==> src/rtl/qrs_pkg.sv <==
// rtl/qrs_pkg.sv - shared state encoding and default parameters for the QRS peak detector
package qrs_pkg;

   localparam int QRS_DATA_W      = 32;
   localparam int QRS_IDX_W       = 16;
   localparam int QRS_LEARN_LEN   = 512;
   localparam int QRS_REFRACT_LEN = 72;
   localparam int QRS_MAX_WIDTH   = 36;
   localparam int QRS_THR_MIN     = 64;

   typedef enum logic [1:0] {
      ST_LEARN,
      ST_SEARCH,
      ST_TRACK,
      ST_REFRACT
   } state_t;

endpackage

==> src/rtl/qrs_thr_tracker.sv <==
// rtl/qrs_thr_tracker.sv - learned peak level (max during LEARN, 1/8 IIR per beat) and clamped threshold
module qrs_thr_tracker
   import qrs_pkg::*;
#(
   parameter int DATA_W  = QRS_DATA_W,
   parameter int THR_MIN = QRS_THR_MIN
) (
   input  logic              clk,
   input  logic              rst_n,
   input  logic              learn_en,
   input  logic              learn_last,
   input  logic [DATA_W-1:0] sample,
   input  logic              detect,
   input  logic [DATA_W-1:0] peak,
   output logic [DATA_W-1:0] thr
);

   localparam logic [DATA_W-1:0] THR_FLOOR = DATA_W'(THR_MIN);

   logic [DATA_W-1:0] pkl;
   logic [DATA_W-1:0] learn_max;
   logic [DATA_W-1:0] pkl_eighth;
   logic [DATA_W-1:0] peak_eighth;
   logic [DATA_W:0]   pkl_sum;
   logic [DATA_W-1:0] pkl_new;

   function automatic logic [DATA_W-1:0] clamp_thr(input logic [DATA_W-1:0] level);
      return ((level >> 1) < THR_FLOOR) ? THR_FLOOR : (level >> 1);
   endfunction

   assign learn_max   = (sample > pkl) ? sample : pkl;
   assign pkl_eighth  = pkl >> 3;
   assign peak_eighth = peak >> 3;

   // pkl - pkl/8 + peak/8 cannot exceed full scale; the carry check is a safety net only
   assign pkl_sum = {1'b0, pkl} - {1'b0, pkl_eighth} + {1'b0, peak_eighth};
   assign pkl_new = pkl_sum[DATA_W] ? '1 : pkl_sum[DATA_W-1:0];

   always_ff @(posedge clk or negedge rst_n) begin
      if (!rst_n) begin
         pkl <= '0;
         thr <= THR_FLOOR;
      end else if (detect) begin
         pkl <= pkl_new;
         thr <= clamp_thr(pkl_new);
      end else if (learn_en) begin
         pkl <= learn_max;
         if (learn_last) begin
            thr <= clamp_thr(learn_max);
         end
      end
   end

endmodule

==> src/rtl/qrs_peak_detector.sv <==
// rtl/qrs_peak_detector.sv - QRS beat detector: FSM, sample/width/refractory counters and beat outputs
module qrs_peak_detector
   import qrs_pkg::*;
#(
   parameter int DATA_W      = QRS_DATA_W,
   parameter int IDX_W       = QRS_IDX_W,
   parameter int LEARN_LEN   = QRS_LEARN_LEN,
   parameter int REFRACT_LEN = QRS_REFRACT_LEN,
   parameter int MAX_WIDTH   = QRS_MAX_WIDTH,
   parameter int THR_MIN     = QRS_THR_MIN
) (
   input  logic              clk,
   input  logic              rst_n,
   input  logic              mp_valid,
   input  logic [DATA_W-1:0] mp_data,
   output logic              qrs_valid,
   output logic [DATA_W-1:0] qrs_amp,
   output logic [IDX_W-1:0]  qrs_idx,
   output logic [IDX_W-1:0]  rr_out,
   output logic              rr_ok,
   output logic [DATA_W-1:0] thr_out,
   output logic              learning
);

   localparam int CNT_W = $clog2(LEARN_LEN + REFRACT_LEN + MAX_WIDTH);
   localparam logic [CNT_W-1:0] LEARN_END   = CNT_W'(LEARN_LEN - 1);
   localparam logic [CNT_W-1:0] REFRACT_END = CNT_W'(REFRACT_LEN - 1);
   localparam logic [CNT_W-1:0] WIDTH_END   = CNT_W'(MAX_WIDTH - 1);
   localparam logic [CNT_W-1:0] CNT_ONE     = CNT_W'(1);

   state_t            state, state_nx;
   logic [CNT_W-1:0]  cnt, cnt_nx;
   logic [IDX_W-1:0]  samp_idx, cand_idx, cand_idx_nx, last_idx;
   logic [DATA_W-1:0] cand_amp, cand_amp_nx, thr;
   logic              first_beat, learn_en, learn_last, detect;

   // cnt is the learn count, the peak width or the refractory count depending on state
   always_comb begin
      state_nx    = state;
      cnt_nx      = cnt;
      cand_amp_nx = cand_amp;
      cand_idx_nx = cand_idx;
      learn_en    = 1'b0;
      learn_last  = 1'b0;
      detect      = 1'b0;
      if (mp_valid) begin
         unique case (state)
            ST_LEARN: begin
               learn_en = 1'b1;
               cnt_nx   = cnt + 1'b1;
               if (cnt == LEARN_END) begin
                  learn_last = 1'b1;
                  cnt_nx     = '0;
                  state_nx   = ST_SEARCH;
               end
            end
            ST_SEARCH: begin
               if (mp_data > thr) begin
                  cand_amp_nx = mp_data;
                  cand_idx_nx = samp_idx;
                  cnt_nx      = CNT_ONE;
                  state_nx    = ST_TRACK;
               end
            end
            ST_TRACK: begin
               if (mp_data >= cand_amp) begin
                  cand_amp_nx = mp_data;
                  cand_idx_nx = samp_idx;
                  cnt_nx      = cnt + 1'b1;
                  detect      = (cnt == WIDTH_END);
               end else begin
                  detect = 1'b1;
               end
               if (detect) begin
                  cnt_nx   = '0;
                  state_nx = ST_REFRACT;
               end
            end
            ST_REFRACT: begin
               cnt_nx = cnt + 1'b1;
               if (cnt == REFRACT_END) begin
                  cnt_nx   = '0;
                  state_nx = ST_SEARCH;
               end
            end
            default: state_nx = ST_LEARN;
         endcase
      end
   end

   always_ff @(posedge clk or negedge rst_n) begin
      if (!rst_n) begin
         state      <= ST_LEARN;
         cnt        <= '0;
         samp_idx   <= '0;
         cand_amp   <= '0;
         cand_idx   <= '0;
         last_idx   <= '0;
         first_beat <= 1'b1;
         qrs_valid  <= 1'b0;
         qrs_amp    <= '0;
         qrs_idx    <= '0;
         rr_out     <= '0;
         rr_ok      <= 1'b0;
      end else begin
         qrs_valid <= 1'b0;
         if (mp_valid) begin
            state    <= state_nx;
            cnt      <= cnt_nx;
            cand_amp <= cand_amp_nx;
            cand_idx <= cand_idx_nx;
            samp_idx <= samp_idx + 1'b1;
         end
         if (detect) begin
            qrs_valid  <= 1'b1;
            qrs_amp    <= cand_amp_nx;
            qrs_idx    <= cand_idx_nx;
            rr_out     <= first_beat ? '0 : cand_idx_nx - last_idx;
            rr_ok      <= !first_beat;
            last_idx   <= cand_idx_nx;
            first_beat <= 1'b0;
         end
      end
   end

   qrs_thr_tracker #(
      .DATA_W  (DATA_W),
      .THR_MIN (THR_MIN)
   ) u_thr (
      .clk        (clk),
      .rst_n      (rst_n),
      .learn_en   (learn_en),
      .learn_last (learn_last),
      .sample     (mp_data),
      .detect     (detect),
      .peak       (cand_amp_nx),
      .thr        (thr)
   );

   assign thr_out  = thr;
   assign learning = (state == ST_LEARN);

endmodule

==> config.mk <==
export PLATFORM = sky130hd
export DESIGN_NAME = qrs_peak_detector
export DESIGN_NICKNAME = d
export VERILOG_FILES = /design/src/rtl/qrs_pkg.sv /design/src/rtl/qrs_thr_tracker.sv /design/src/rtl/qrs_peak_detector.sv
export SDC_FILE = /design/constraint.sdc
export NUM_CORES = 1
export LEC_CHECK = 0
export ABC_AREA = 1
export ABC_CLOCK_PERIOD_IN_PS = 7200
export BUFFER_PORTS_ARGS = -buffer_cell sky130_fd_sc_hd__buf_2
export CORE_UTILIZATION = 35
export CTS_CLUSTER_SIZE = 28
export DETAILED_ROUTE_END_ITERATION = 16
export SLEW_MARGIN = 20
export SYNTH_ARGS = -nofsm -noshare
export SYNTH_HDL_FRONTEND = slang
export SYNTH_SLANG_ARGS = --single-unit
==> constraint.sdc <==
create_clock -name clk -period 7.2 [get_ports clk]
set_input_delay 1.8 -clock clk [delete_from_list [all_inputs] [get_ports clk]]
set_output_delay 1.8 -clock clk [all_outputs]
set_load 0.005 [all_outputs]
==> run summary <==
TritonCTS built the clock tree. The root buffer cell chosen for the clock tree is sky130_fd_sc_hd__clkbuf_16. The flow ran to the end, and the final reports show no timing, DRC or antenna violations. Summed over all nets, the half-perimeter wirelength after detailed placement is 40300 um. The clock-pin transition on the worst setup and hold timing paths is 0.06 ns. The final core area utilization is 42.9%.

The filler cell count in the final layout is 4623. The library cell used most frequently in the layout, excluding fill and tap cells, is sky130_fd_sc_hd__nand2_1. For this run the aggregate overflow at the end of global routing stands at 0. The total die area came out at 0.0455 mm2. Of the cells placed in the final design, the portion with a size suffix greater than 1 is 14.8%.

The clock insertion delay at the later pin of the skew report is 0.57 ns. The synthesized netlist net count is 2427. The antenna diode count came out at 0. The storage element area came out at 0.00516 mm2. The via count normalized by instance count is 4.94. Multiplexer cells account for 0% of the synthesized area. The count of non-filler cells in the finished layout is 3083. The most common flop cell mapped by yosys is sky130_fd_sc_hd__dfrtp_1. The proportion of netlist area held by the largest area contributor came out at 32.7%. The fmax is 147 MHz. By instance count, the cell type seen most on the critical path is sky130_fd_sc_hd__nand2_1. The largest incremental delay on the critical path came out at 0.46 ns.

The CTS H-tree depth came out at 1. The maximum number of pins on one net before global-route repair is 174. The maximum clock insertion buffer count came out at 3. The count of routing violations after the opening detailed-route iteration came out at 1020. The average wire per cell in the routed design came out at 16.7 um. In this run, placement finished with an instance count of 3037.

The launching element type of the critical path is a primary input. In the layout the commonest cells are sky130_fd_sc_hd__nand2_1 (717), sky130_fd_sc_hd__inv_1 (349), sky130_fd_sc_hd__dfrtp_1 (204). The hold buffer count at CTS came out at 0. The cell taking the most area after synthesis is sky130_fd_sc_hd__dfrtp_1.

The number of setup buffers added after CTS is 0. Setup repair after global routing left no endpoint under its margin. The area of the mapped netlist came out at 0.0156 mm2. The shortest period the worst path allows came out at 6.80 ns.

The synthesized area per cell is 7.06 um2. Synthesis instantiated 47 different standard cells from the library. The period utilization came out at 94.4%.

Sorting the synthesized cells by area gives the leading types as sky130_fd_sc_hd__dfrtp_1 (33%), sky130_fd_sc_hd__nand2_1 (17%), sky130_fd_sc_hd__ha_1 (12%), sky130_fd_sc_hd__inv_1 (8.4%), sky130_fd_sc_hd__o21ai_0 (6.3%). The max-cap check violation count is 0. The vertical extent of the die came out at 213 um. The area of combinational cells with multiple inputs is 0.00886 mm2.

The register area share after synthesis is 33.0%. The worst hold path belongs to the class register to register. The maximum fanout encountered on the critical timing path is 14. The number of max-slew violations in the final report came out at 0. The number of I/O port buffers is 132.

At the pin with the least slew margin, the transition time is 1.08 ns. The clock drives 206 sinks. The Yosys step of the flow raised 0 warnings. The largest individual stage delay along the critical path comes from the cell sky130_fd_sc_hd__nor3_1. The worst endpoint required time came out at 7.59 ns. The final-layout worst hold slack came out at 0.442 ns. The number of flops mapped to enable cells by yosys came out at 0. The critical path is of the primary input to register type. The initial utilization of the core area, before any placement, comes to 35.4%. In the routed design, unresolved DRC markers number 0.

The count of vias placed by the detailed router is 15200. The final antenna-violating net count came out at 0. In this run the standard cell core region covers 0.0441 mm2.

The count of boundary I/O pins is 134. After synthesis, the largest family of logic cells by area is simple AND/OR/NAND/NOR gates. The arrival time of the worst setup path is 7.19 ns.

The growth of design area from synthesis to finish is 21.2%. The total wire length after detailed routing came out at 51400 um. The clock skew is 0.0209 ns. The adder-cell area share of the yosys netlist is 15.9%. The via count of the first global-routing pass is 14900. The die extent in x came out at 213 um.

The global-route wire length before repair is 81200 um. The xor/xnor cell area share of the yosys netlist came out at 2.19%. The reg-to-reg setup timing slack came out at 1.18 ns.

The number of buffers created by CTS came out at 25. Of all flip-flops after synthesis, the portion carrying an async set or reset was 100%. The global router's overall resource usage came out at 22.9%. The post-synthesis cell count came out at 2212. The initial antenna violation count came to 2. The flip-flop and latch count after synthesis is 206. The headroom to the max-slew limit came out at 28.0%. The synthesized netlist devotes 12.4% of its cell area to compound gates. The worst setup path is captured at a register.

Summing the areas of all and, or, nand and nor instances in the mapped netlist gives 26.1% of the synthesized area. The number of core rows came out at 77. After the last flow step, the layout net total stands at 2688.

The number of failing hold endpoints at the final stage is 0. The total of endpoints with negative setup slack in the final report came out at 0. At the end of routability-driven placement, the weighted congestion stood at 0.956. Before antenna repair, the detailed router went through 6 iterations.
## Yosys cell counts (13+ instances only)
| master | n |
|---|---|
| sky130_fd_sc_hd__buf_2 | 31 |
| sky130_fd_sc_hd__nand4_1 | 18 |
| sky130_fd_sc_hd__ha_1 | 150 |
| sky130_fd_sc_hd__fa_1 | 30 |
| sky130_fd_sc_hd__clkbuf_1 | 23 |
| sky130_fd_sc_hd__o21ai_1 | 21 |
| sky130_fd_sc_hd__a21oi_1 | 86 |
| sky130_fd_sc_hd__xnor2_1 | 13 |
| sky130_fd_sc_hd__dfrtp_1 | 204 |
| sky130_fd_sc_hd__nor3_1 | 21 |
| sky130_fd_sc_hd__xor2_1 | 26 |
| sky130_fd_sc_hd__o21ai_0 | 197 |
| sky130_fd_sc_hd__inv_1 | 349 |
| sky130_fd_sc_hd__nand2_1 | 717 |
| sky130_fd_sc_hd__nand3_1 | 90 |
| sky130_fd_sc_hd__nor2_1 | 127 |
## layout make-up
| type | instances | area share, % |
|---|---|---|
| clock inverters | 11 | 0.779 |
| multi-input cells | 1586 | 46.8 |
| repair buffers | 295 | 10.4 |
| clock buffers | 34 | 3.75 |
| flip-flops and latches | 206 | 27.2 |
| well taps | 592 | 3.91 |
| inverters | 359 | 7.12 |
## routing by layer
| metal | global-route usage [%] | vias to the layer above | routed length, um | share of wire [%] |
|---|---|---|---|---|
| met5 | 0 | - | 34 | 0.066 |
| met2 | 37.1 | 406 | 23200 | 45 |
| met4 | 7.76 | 4 | 1750 | 3.4 |
| met1 | 31.5 | 7204 | 23800 | 46 |
| met3 | 2.74 | 86 | 2550 | 5.0 |
| li1 | - | 7537 | - | - |
## state kept, by name (all words and copies together) (netlist names)
register    flops
state           2
u_thr.pkl      32
cand_amp       32
rr_out         16
samp_idx       16
first_beat      1
cand_idx       16
qrs_valid       1
qrs_amp        32
u_thr.thr      31
cnt            10
last_idx       16
rr_ok           1
## kinds of logic after synthesis
group,Yosys count
and+or+nand+nor,1008
buffers and inverters,420
AOI/OAI and AO/OA,358
DFF,206
adders and majority gates,180
xor gates and xnor gates,39
other,1
## worst max-delay path: cells and delay by family
kind | cells | cell delay (ns)
buffers and inverters | 6 | 0.88
AOI/OAI and AO/OA | 4 | 1.06
adders and majority gates | 3 | 1.05
and+or+nand+nor | 17 | 2.39
## stage by stage
step           instance area (um2)  setup slack, ns  TNS (ns)
2_1_floorplan                15600             1.10         0
3_5_place_dp                 18100           -0.118    -0.670
3_3_place_gp                 18100           -0.155    -0.987
5_1_grt                      18900           0.0228         0
4_1_cts                      18900            0.412         0
6_report                     18900            0.401         0
## worst paths after layout
kind / startpoint / to / cells past startpoint
worst max-delay path: mp_data[14] / u_thr.thr[20] / 30
worst min-delay path: first_beat / first_beat / 2
worst max register to register: u_thr.thr[15] / u_thr.thr[20] / 31
worst min register to register: first_beat / first_beat / 2
max in group asynchronous: rst_n / u_thr.thr[11] / 2
min in group asynchronous: rst_n / qrs_amp[23] / 1
## what timing repair did
action                     4_1_cts  5_1_grt
resized for setup                0        1
hold endpoints to repair         0        0
setup endpoints to repair        0        1
Power is left out: the tool's default activity adds up to more than one toggle a clock period on the data nets, which glitch-free logic cannot reach.
